===== src/rtl/serial_add_ctrl.sv =====
// Bit-serial add/subtract controller: one full-adder cell processes a WIDTH-bit
// operation LSB first, one bit per clock, with a start/busy/done handshake.

module fullAdder (
  input  logic a,
  input  logic b,
  input  logic cin,
  output logic s,
  output logic cout
);
  assign s    = a ^ b ^ cin;
  assign cout = (a & b) | (cin & (a ^ b));
endmodule

module serial_add_ctrl #(
  parameter int unsigned WIDTH = 8
) (
  input  logic             clk,
  input  logic             rst_n,
  input  logic             start,
  input  logic             sub,
  input  logic [WIDTH-1:0] a,
  input  logic [WIDTH-1:0] b,
  output logic             busy,
  output logic             done,
  output logic [WIDTH-1:0] sum,
  output logic             cout,
  output logic             overflow
);
  localparam int unsigned CW = $clog2(WIDTH);
  localparam logic [CW-1:0] LAST = CW'(WIDTH - 1);

  typedef enum logic [1:0] {IDLE, RUN, DONE} state_t;

  state_t           state_q;
  logic [WIDTH-1:0] opa_q, opb_q, res_q, sum_q;
  logic [CW-1:0]    cnt_q;
  logic             carry_q, busy_q, done_q, cout_q, ovf_q;
  logic             fa_s, fa_co;

  fullAdder u_fa (
    .a    (opa_q[0]),
    .b    (opb_q[0]),
    .cin  (carry_q),
    .s    (fa_s),
    .cout (fa_co)
  );

  always_ff @(posedge clk or negedge rst_n) begin
    if (!rst_n) begin
      state_q <= IDLE;
      opa_q   <= '0;
      opb_q   <= '0;
      res_q   <= '0;
      sum_q   <= '0;
      cnt_q   <= '0;
      carry_q <= 1'b0;
      busy_q  <= 1'b0;
      done_q  <= 1'b0;
      cout_q  <= 1'b0;
      ovf_q   <= 1'b0;
    end else begin
      case (state_q)
        IDLE, DONE: begin
          done_q <= 1'b0;
          if (start) begin
            // Subtract is a + ~b + 1: invert B and seed the carry with 1.
            opa_q   <= a;
            opb_q   <= sub ? ~b : b;
            carry_q <= sub;
            cnt_q   <= '0;
            busy_q  <= 1'b1;
            state_q <= RUN;
          end else begin
            state_q <= IDLE;
          end
        end
        RUN: begin
          opa_q   <= opa_q >> 1;
          opb_q   <= opb_q >> 1;
          carry_q <= fa_co;
          res_q   <= {fa_s, res_q[WIDTH-1:1]};
          cnt_q   <= cnt_q + 1'b1;
          if (cnt_q == LAST) begin
            // carry_q is the carry into the MSB on this final bit
            sum_q   <= {fa_s, res_q[WIDTH-1:1]};
            cout_q  <= fa_co;
            ovf_q   <= carry_q ^ fa_co;
            done_q  <= 1'b1;
            busy_q  <= 1'b0;
            state_q <= DONE;
          end
        end
        default: state_q <= IDLE;
      endcase
    end
  end

  assign busy     = busy_q;
  assign done     = done_q;
  assign sum      = sum_q;
  assign cout     = cout_q;
  assign overflow = ovf_q;

endmodule


===== config.mk =====
export PLATFORM = sky130hd
export DESIGN_NAME = serial_add_ctrl
export DESIGN_NICKNAME = d
export VERILOG_FILES = /design/src/rtl/serial_add_ctrl.sv
export SDC_FILE = /design/constraint.sdc
export NUM_CORES = 1
export LEC_CHECK = 0
export ABC_AREA = 1
export BUFFER_PORTS_ARGS = -buffer_cell sky130_fd_sc_hd__buf_2
export CORE_MARGIN = 2
export CORE_UTILIZATION = 59
export DETAILED_ROUTE_END_ITERATION = 8
export PLACE_DENSITY = 0.87
export SKIP_CTS_REPAIR_TIMING = 1
export SLEW_MARGIN = 20
export SYNTH_ARGS = -nofsm -noshare
export SYNTH_HDL_FRONTEND = slang
export SYNTH_HIERARCHICAL = 1
export SYNTH_SLANG_ARGS = --single-unit

===== constraint.sdc =====
create_clock -name clk -period 1.9 [get_ports clk]
set_input_delay 0.57 -clock clk [delete_from_list [all_inputs] [get_ports clk]]
set_output_delay 0.57 -clock clk [all_outputs]
set_load 0.02 [all_outputs]

==> impl_metrics.toml, run 1 <==
[synthesis]
synth_top_family_by_area = "simple AND/OR/NAND/NOR gates"
yosys.area.top_type = "dfrtp_1"
synth_warnings = 6
seq_area_frac_synth = 0.538
synth.area.top_cells = "dfrtp_1 54%, nand2_1 19%, nand3_1 9.7%"
synth_area_mm2 = 0.00191
synth_compound_area_frac = 0.0236
synth_edf_count = 0
synth_xor_area_frac = 0.00918
syn-num-nets = 254
synth_ff_type = "dfrtp_1"
synthSimpleGateAreaFrac = 0.326
synthAdderAreaFrac = 0.0236
synthMuxAreaShare = 0
ys_ff_latch = 41
syn_area_per_cell_um2 = 8.26
synthCells = 231
yosysMostFrequentCell = "nand2_1"
ys_async_sr_fraction = 1.00
ys_types = 19
yosys-top-cells-count = "98 x nand2_1, 41 x dfrtp_1, 37 x nand3_1"
yosysTopAreaCellShare = 0.538

[die]
num_rows = 20
start_util = 0.625
chipWidth_um = 60.9
io_pins = 32
fp.dieArea_mm2 = 0.00371
die_y_um = 60.9
core_mm2 = 0.00305

[critical_path]
required_ns = 2.21
crit_top_cell = "nand2_1"
crit_path_start = "state_q[1]"
cp_slowest_cell = "nor2_1"
worst-setup-path-type = "reg -> reg"
crit_chain = "inv_2, nand2_4, nor2_1, nand2_1, nand2_1"
reg2reg_from = "state_q[1]"
critical_path.top_delay_family = "simple AND/OR/NAND/NOR gates"
path_buf_inv = 1
cp-start-kind = "flip-flop"
path_max_fanout = 17
critPathMaxStageDelay_ns = 0.51
cp.arrival_ns = 1.88
critPathCaptureType = "flip-flop"

[global_route]
grt_max_degree = 26
track_usage = 0.224
grt_pass1_vias = 1377
antenna_found_initial = 0
overflow = 0
grt_pass1_wl_um = 5930

[finish]
fin_util = 0.717
finalNonFillerCells = 308
area_growth_pct = 14.8
drive_above_1_share = 0.189
fillers = 268
n_antenna_cell = 0
final_nets = 286

[power]
p_per_area_mw_per_mm2 = 1640
leakage_nw = 1.24
power.internal_w = 0.00217
p_sw_w = 0.00142
p_seq_frac = 0.419
switching_share = 0.396
vdd_drop_max_mv = 0.978
power_frac_comb = 0.389
p_clk_frac = 0.193

[placed_design]
hpwl_um = 2430
post-place-cells = 300
port_buffers = 31
place_congestion = 0.796
pre_cts_slack_ns = 0.322

[sta]
finalSetupViolCount = 0
final-hold-violation-count = 0
worstMarginPinSlew_ns = 0.623
period_minus_slack_ns = 1.57
finalSetupTns_ns = 0
clock_skew_ns = 0.00634
period_share = 0.828
maxSlewViolCount = 0
grt_setup_unrepaired = "no"
fmax_ghz = 0.636
slew-limit-headroom = 0.583
worst_slack_ns = 0.327

[run]
maxCapViolCount = 0

[routing]
drtIter0Drc = 56
route.detailed.drc = 0
dr_total_vias = 1522
postRouteAntennaNets = 0
wl_um = 3480
avgRoutedWirePerCell_um = 11.3
dr.pass1.iters = 4
routed_via_density = 4.94

[cts]
clk_path_buf_depth = 2
cts_sinks = 41
clkTransAtPathRegs_ns = 0.12
cts-htree-levels = 2
clock_latency_ns = 0.36
numCtsBuffers = 5
cts_tree = "yes"
root_buffer = "clkbuf_4"

[worst_hold_path]
min_path_type = "in -> async"

[status]
status = "completed"
## metrics by stage
stage          cell area, µm²  total power, W  hold slack, ns
2_1_floorplan            1910         0.00259           0.274
3_3_place_gp             2090         0.00286           0.450
3_5_place_dp             2090         0.00292           0.455
4_1_cts                  2190         0.00362           0.115
5_1_grt                  2190         0.00391           0.106
6_report                 2190         0.00359           0.111
## sequential cells by signal, indices dropped and copies added (netlist names)
register	count
opa_q	8
opb_q	8
sum	8
res_q	7
cnt_q	3
state_q	2
busy	1
carry_q	1
cout	1
done	1
overflow	1
## per-layer routing
layer | wire length [µm] | vias up | global-route usage
met5 | 0 | - | 0
met4 | 60 | 0 | 0.0839
met3 | 167 | 7 | 0.0640
met2 | 1710 | 37 | 0.364
met1 | 1540 | 697 | 0.286
li1 | - | 781 | -
## final cells by class
type | count | area, µm² | area share
flip-flops and latches | 41 | 1030 | 0.469
inverters | 25 | 93.8 | 0.0429
multi-input cells | 157 | 729 | 0.333
repair buffers | 33 | 183 | 0.0834
clock inverters | 3 | 65.1 | 0.0297
clock buffers | 5 | 37.5 | 0.0171
well taps | 44 | 55.1 | 0.0251
## final timing paths
check	endpoint	slack [ns]	depth (start not counted)
hold reg to reg	sum[3]	0.48	2
setup / recovery	cout	0.33	5
setup reg to reg	cout	0.33	5
min in group clk	opa_q[7]	0.41	3
hold / removal	sum[5]	0.11	1
max in group asynchronous	opa_q[4]	1.33	2
## power groups by stage
| stage | sequential, W | clock (W) | combinational (W) |
|---|---|---|---|
| final | 0.00150 | 0.000693 | 0.00140 |
| after global routing | 0.00156 | 0.000742 | 0.00161 |
| after CTS | 0.00150 | 0.000706 | 0.00142 |
| after detailed placement | 0.00152 | 0 | 0.00141 |
| after global placement | 0.00150 | 0 | 0.00136 |
| after floorplan | 0.00161 | 0 | 0.000985 |
## logic make-up after synthesis
logic type               after synthesis
AO/OA/AOI/OAI                          9
XOR/XNOR                               2
adder cells (fa/ha/maj)                3
buffers and inverters                 33
flip-flops                            41
AND/OR/NAND/NOR                      143
## cells in the final DEF, fill, tap and decap left out
master      n
ha_1        2
nand2_4     2
xor2_1      2
fa_1        1
buf_12      1
dfrtp_1    41
clkinv_2    1
inv_2       3
nor2_8      1
o21ai_0     8
inv_1      22
a21oi_1     1
nand3_1    37
nor2_1      2
clkbuf_4    5
bufinv_16   2
buf_4       1
nor2_2      1
nand2_2     2
buf_2      31
nand2_1    98
## worst reg2reg max path, cell delays in order, from the launching register on
cell     delay [ns]
dfrtp_1        0.47
inv_2          0.18
nand2_4        0.15
nor2_1         0.51
nand2_1        0.13
nand2_1        0.09
Power figures use the tool's default switching activity.
==> run 2: changes to the inputs <==
--- a/config.mk
+++ b/config.mk
@@ -8,9 +8,9 @@
 export ABC_AREA = 1
 export BUFFER_PORTS_ARGS = -buffer_cell sky130_fd_sc_hd__buf_2
 export CORE_MARGIN = 2
-export CORE_UTILIZATION = 59
+export CORE_UTILIZATION = 55
 export DETAILED_ROUTE_END_ITERATION = 8
-export PLACE_DENSITY = 0.87
+export PLACE_DENSITY = 0.82
 export SKIP_CTS_REPAIR_TIMING = 1
 export SLEW_MARGIN = 20
 export SYNTH_ARGS = -nofsm -noshare
==> constraint.sdc (replaced) <==
create_clock -name clk -period 1.62 [get_ports clk]
set_input_delay 0.486 -clock clk [delete_from_list [all_inputs] [get_ports clk]]
set_output_delay 0.486 -clock clk [all_outputs]
set_load 0.02 [all_outputs]
==> impl_metrics.toml, run 2 (synthesized netlist as in run 1, its figures left out) <==
[global_route]
track_usage = 0.201
antenna_found_initial = 0
grt_pass1_vias = 1435
grtUsageMet2 = 0.334
busiest_layer = "met2"
grt_pass1_wl_um = 6180
use_met3 = 0.0432
overflow = 0
gr-usage-met1 = 0.250
grt_max_degree = 42

[critical_path]
required_ns = 1.88
r2r_setup_slack_ns = 0.21
reg2reg_depth = 5
path_max_fanout = 12
reg2reg_from = "state_q[0]"
cp.arrival_ns = 1.67
worst-setup-path-type = "reg -> reg"
r2r_end = "busy"
cp-start-kind = "flip-flop"
critPathCaptureType = "flip-flop"

[routing]
drtIter0Drc = 73
postRouteAntennaNets = 0
route.detailed.drc = 0
dr.pass1.iters = 4
routed_via_density = 4.89
wl_um = 3440
avgRoutedWirePerCell_um = 11.1
dr_total_vias = 1522

[cts]
clock_latency_ns = 0.35
cts_tree = "yes"
clkTransAtPathRegs_ns = 0.12
cts_sinks = 41
root_buffer = "clkbuf_4"
numCtsBuffers = 5
clk_path_buf_depth = 2
cts-htree-levels = 2

[run]
maxCapViolCount = 0

[placed_design]
place_congestion = 0.759
pre_cts_slack_ns = 0.0408
hpwl_um = 2390
port_buffers = 31
post-place-cells = 304

[sta]
worstMarginPinSlew_ns = 0.411
finalSetupViolCount = 0
grt_setup_unrepaired = "no"
period_share = 0.872
holdWs_ns = 0.0762
fmax_ghz = 0.708
maxSlewViolCount = 0
slew-limit-headroom = 0.726
worst_slack_ns = 0.208
clock_skew_ns = 0.00593
period_minus_slack_ns = 1.41
finalSetupTns_ns = 0
final-hold-violation-count = 0

[power]
p_per_area_mw_per_mm2 = 1870
leakage_nw = 1.23
vdd_drop_max_mv = 0.810

[die]
fp.dieArea_mm2 = 0.00396
core_mm2 = 0.00334
die_y_um = 62.9
chipWidth_um = 62.9
io_pins = 32
start_util = 0.572
num_rows = 21

[finish]
final_nets = 288
area_growth_pct = 14.2
drive_above_1_share = 0.196
n_antenna_cell = 0
final_cell_mix = "98 x nand2_1, 41 x dfrtp_1, 37 x nand3_1"
final_common_cell = "nand2_1"
finalNonFillerCells = 311

[worst_hold_path]
min_path_type = "in -> async"

[status]
status = "completed"
-- run 2: cell types whose count changed in the layout (fill, tap and decap cells not counted) --
cell       previous run  this run
nor2_1                2         1
bufinv_16             2         1
nor2_2                1         2
buf_4                 1         3
-- run 2: layout make-up --
| type | count | area, µm² |
|---|---|---|
| repair buffers | 35 | 198 |
| clock buffers | 5 | 37.5 |
| well taps | 46 | 57.6 |
| inverters | 25 | 93.8 |
| fillers | 304 | 1160 |
| multi-input cells | 157 | 732 |
| flip-flops and latches | 41 | 1030 |
| clock inverters | 2 | 35.0 |
-- run 2: report_power, final --
group	switching [W]	internal, W	total [W]
Sequential	0.000301	0.00148	0.00178
Clock	0.000321	0.000314	0.000635
Combinational	0.00104	0.000623	0.00167
Total	0.00166	0.00242	0.00408
-- run 2: how the worst max path moves through the flow --
stage	from	endpoint	slack, ns
finish	state_q[0]	busy	0.21
detailed placement	cnt_q[0]	sum[2]	0.04
CTS	cnt_q[0]	sum[2]	0.02
floorplan	cnt_q[0]	cout	0.40
global placement	cnt_q[0]	cout	0.15
global route	state_q[0]	busy	0.03
-- run 2: layer usage --
| layer | vias up | share of wire |
|---|---|---|
| met4 | 0 | 0.011 |
| met5 | - | 0 |
| met3 | 4 | 0.044 |
| met1 | 707 | 0.45 |
| met2 | 30 | 0.50 |
| li1 | 781 | - |
-- run 2: stage by stage --
stage / utilization / total power [W] / area, µm²
final: 0.653 / 0.00408 / 2180
after global routing: 0.653 / 0.00446 / 2180
after CTS: 0.652 / 0.00411 / 2180
after detailed placement: 0.631 / 0.00347 / 2100
after global placement: 0.631 / 0.00340 / 2100
after floorplan: - / 0.00304 / 1910
-- run 2: worst max-delay path, stage by stage (launching register included) --
cell and delay, ns:
dfrtp_1 0.58, inv_2 0.21, nor2_8 0.18, nand2_2 0.18, o21ai_0 0.12, inv_1 0.05
==> run 3: changes to the inputs <==
--- a/config.mk
+++ b/config.mk
@@ -9,7 +9,10 @@
 export BUFFER_PORTS_ARGS = -buffer_cell sky130_fd_sc_hd__buf_2
 export CORE_MARGIN = 2
 export CORE_UTILIZATION = 55
+export CTS_CLUSTER_DIAMETER = 60
 export DETAILED_ROUTE_END_ITERATION = 8
+export GPL_ROUTABILITY_DRIVEN = 0
+export MAX_ROUTING_LAYER = met4
 export PLACE_DENSITY = 0.82
 export SKIP_CTS_REPAIR_TIMING = 1
 export SLEW_MARGIN = 20
==> impl_metrics.toml, run 3 (synthesized netlist as in run 1, its figures left out) <==
[global_route]
overflow = 0
grt_max_degree = 42
grt_pass1_vias = 1434
track_usage = 0.206
grt_pass1_wl_um = 6180
antenna_found_initial = 0

[cts]
cts_tree = "yes"
cts_sinks = 41
clk_path_buf_depth = 2
clock_latency_ns = 0.35
numCtsBuffers = 5
root_buffer = "clkbuf_4"
clkTransAtPathRegs_ns = 0.12
cts-htree-levels = 2

[sta]
grt_setup_unrepaired = "no"
maxSlewViolCount = 0
slew-limit-headroom = 0.726
worst_slack_ns = 0.205
holdWs_ns = 0.0748
finalSetupTns_ns = 0
fmax_ghz = 0.707
final-hold-violation-count = 0
period_minus_slack_ns = 1.41
clock_skew_ns = 0.00593
finalSetupViolCount = 0
worstMarginPinSlew_ns = 0.411
period_share = 0.873

[power]
p_clk_frac = 0.156
p_per_area_mw_per_mm2 = 1870
power.internal_w = 0.00242
switching_share = 0.408
p_sw_w = 0.00166
p_seq_frac = 0.436
vdd_drop_max_mv = 0.810
power_frac_comb = 0.408
leakage_nw = 1.23

[routing]
dr_total_vias = 1522
dr.pass1.iters = 4
avgRoutedWirePerCell_um = 11.1
wl_um = 3440
route.detailed.drc = 0
drtIter0Drc = 70
routed_via_density = 4.89
postRouteAntennaNets = 0

[die]
io_pins = 32
core_mm2 = 0.00334
chipWidth_um = 62.9
start_util = 0.572
die_y_um = 62.9
num_rows = 21
fp.dieArea_mm2 = 0.00396

[worst_hold_path]
min_path_type = "in -> async"

[critical_path]
cp-start-kind = "flip-flop"
critPathCaptureType = "flip-flop"
required_ns = 1.88
cp.arrival_ns = 1.68
path_max_fanout = 12
worst-setup-path-type = "reg -> reg"

[finish]
area_growth_pct = 14.2
final_cell_mix = "98 x nand2_1, 41 x dfrtp_1, 37 x nand3_1"
final_nets = 288
design_area_mm2 = 0.00218
final_common_cell = "nand2_1"
drive_above_1_share = 0.196
n_antenna_cell = 0

[run]
maxCapViolCount = 0

[placed_design]
pre_cts_slack_ns = 0.0408
hpwl_um = 2390
port_buffers = 31
post_dp_cell_area_mm2 = 0.00210

[status]
status = "completed"
-- run 3: through the flow --
stage	total power [W]	utilization	instances
floorplan	0.00304	-	231
global placement	0.00340	0.631	304
detailed placement	0.00347	0.631	304
CTS	0.00411	0.652	311
global route	0.00446	0.653	311
finish	0.00408	0.653	311
-- run 3: critical path: stages, from the launching register on --
cell	delay, ns
dfrtp_1	0.58
inv_2	0.21
nor2_8	0.18
nand2_2	0.18
o21ai_0	0.12
inv_1	0.05
-- run 3: metal layers --
metal	wire (µm)	global-route usage	share of wire
met1	1540	0.250	0.45
met2	1720	0.334	0.50
met3	143	0.0432	0.042
met4	37	0.0917	0.011
met5	0	-	0
-- run 3: layout make-up --
cell class	instances	area, µm²
fillers	304	1160
flip-flops and latches	41	1030
multi-input cells	157	732
repair buffers	35	198
inverters	25	93.8
well taps	46	57.6
clock buffers	5	37.5
clock inverters	2	35.0
-- run 3: power by group through the flow --
| stage | sequential [W] | combinational (W) | clock, W |
|---|---|---|---|
| after global routing | 0.00183 | 0.00192 | 0.000705 |
| after CTS | 0.00178 | 0.00168 | 0.000651 |
| after floorplan | 0.00189 | 0.00115 | 0 |
| final | 0.00178 | 0.00167 | 0.000636 |
| after detailed placement | 0.00180 | 0.00168 | 0 |
| after global placement | 0.00177 | 0.00162 | 0 |
-- run 3: final timing paths --
path                            start  endpoint  slack (ns)  cells after the start
max                        state_q[0]      busy        0.21                      5
min                             rst_n    sum[3]        0.07                      2
min reg2reg                  opa_q[5]  opa_q[5]        0.48                      2
max reg2reg                state_q[0]      busy        0.21                      5
max in group asynchronous       rst_n  opb_q[4]        1.35                      2
min in group clk                 a[7]  opa_q[7]        0.33                      3
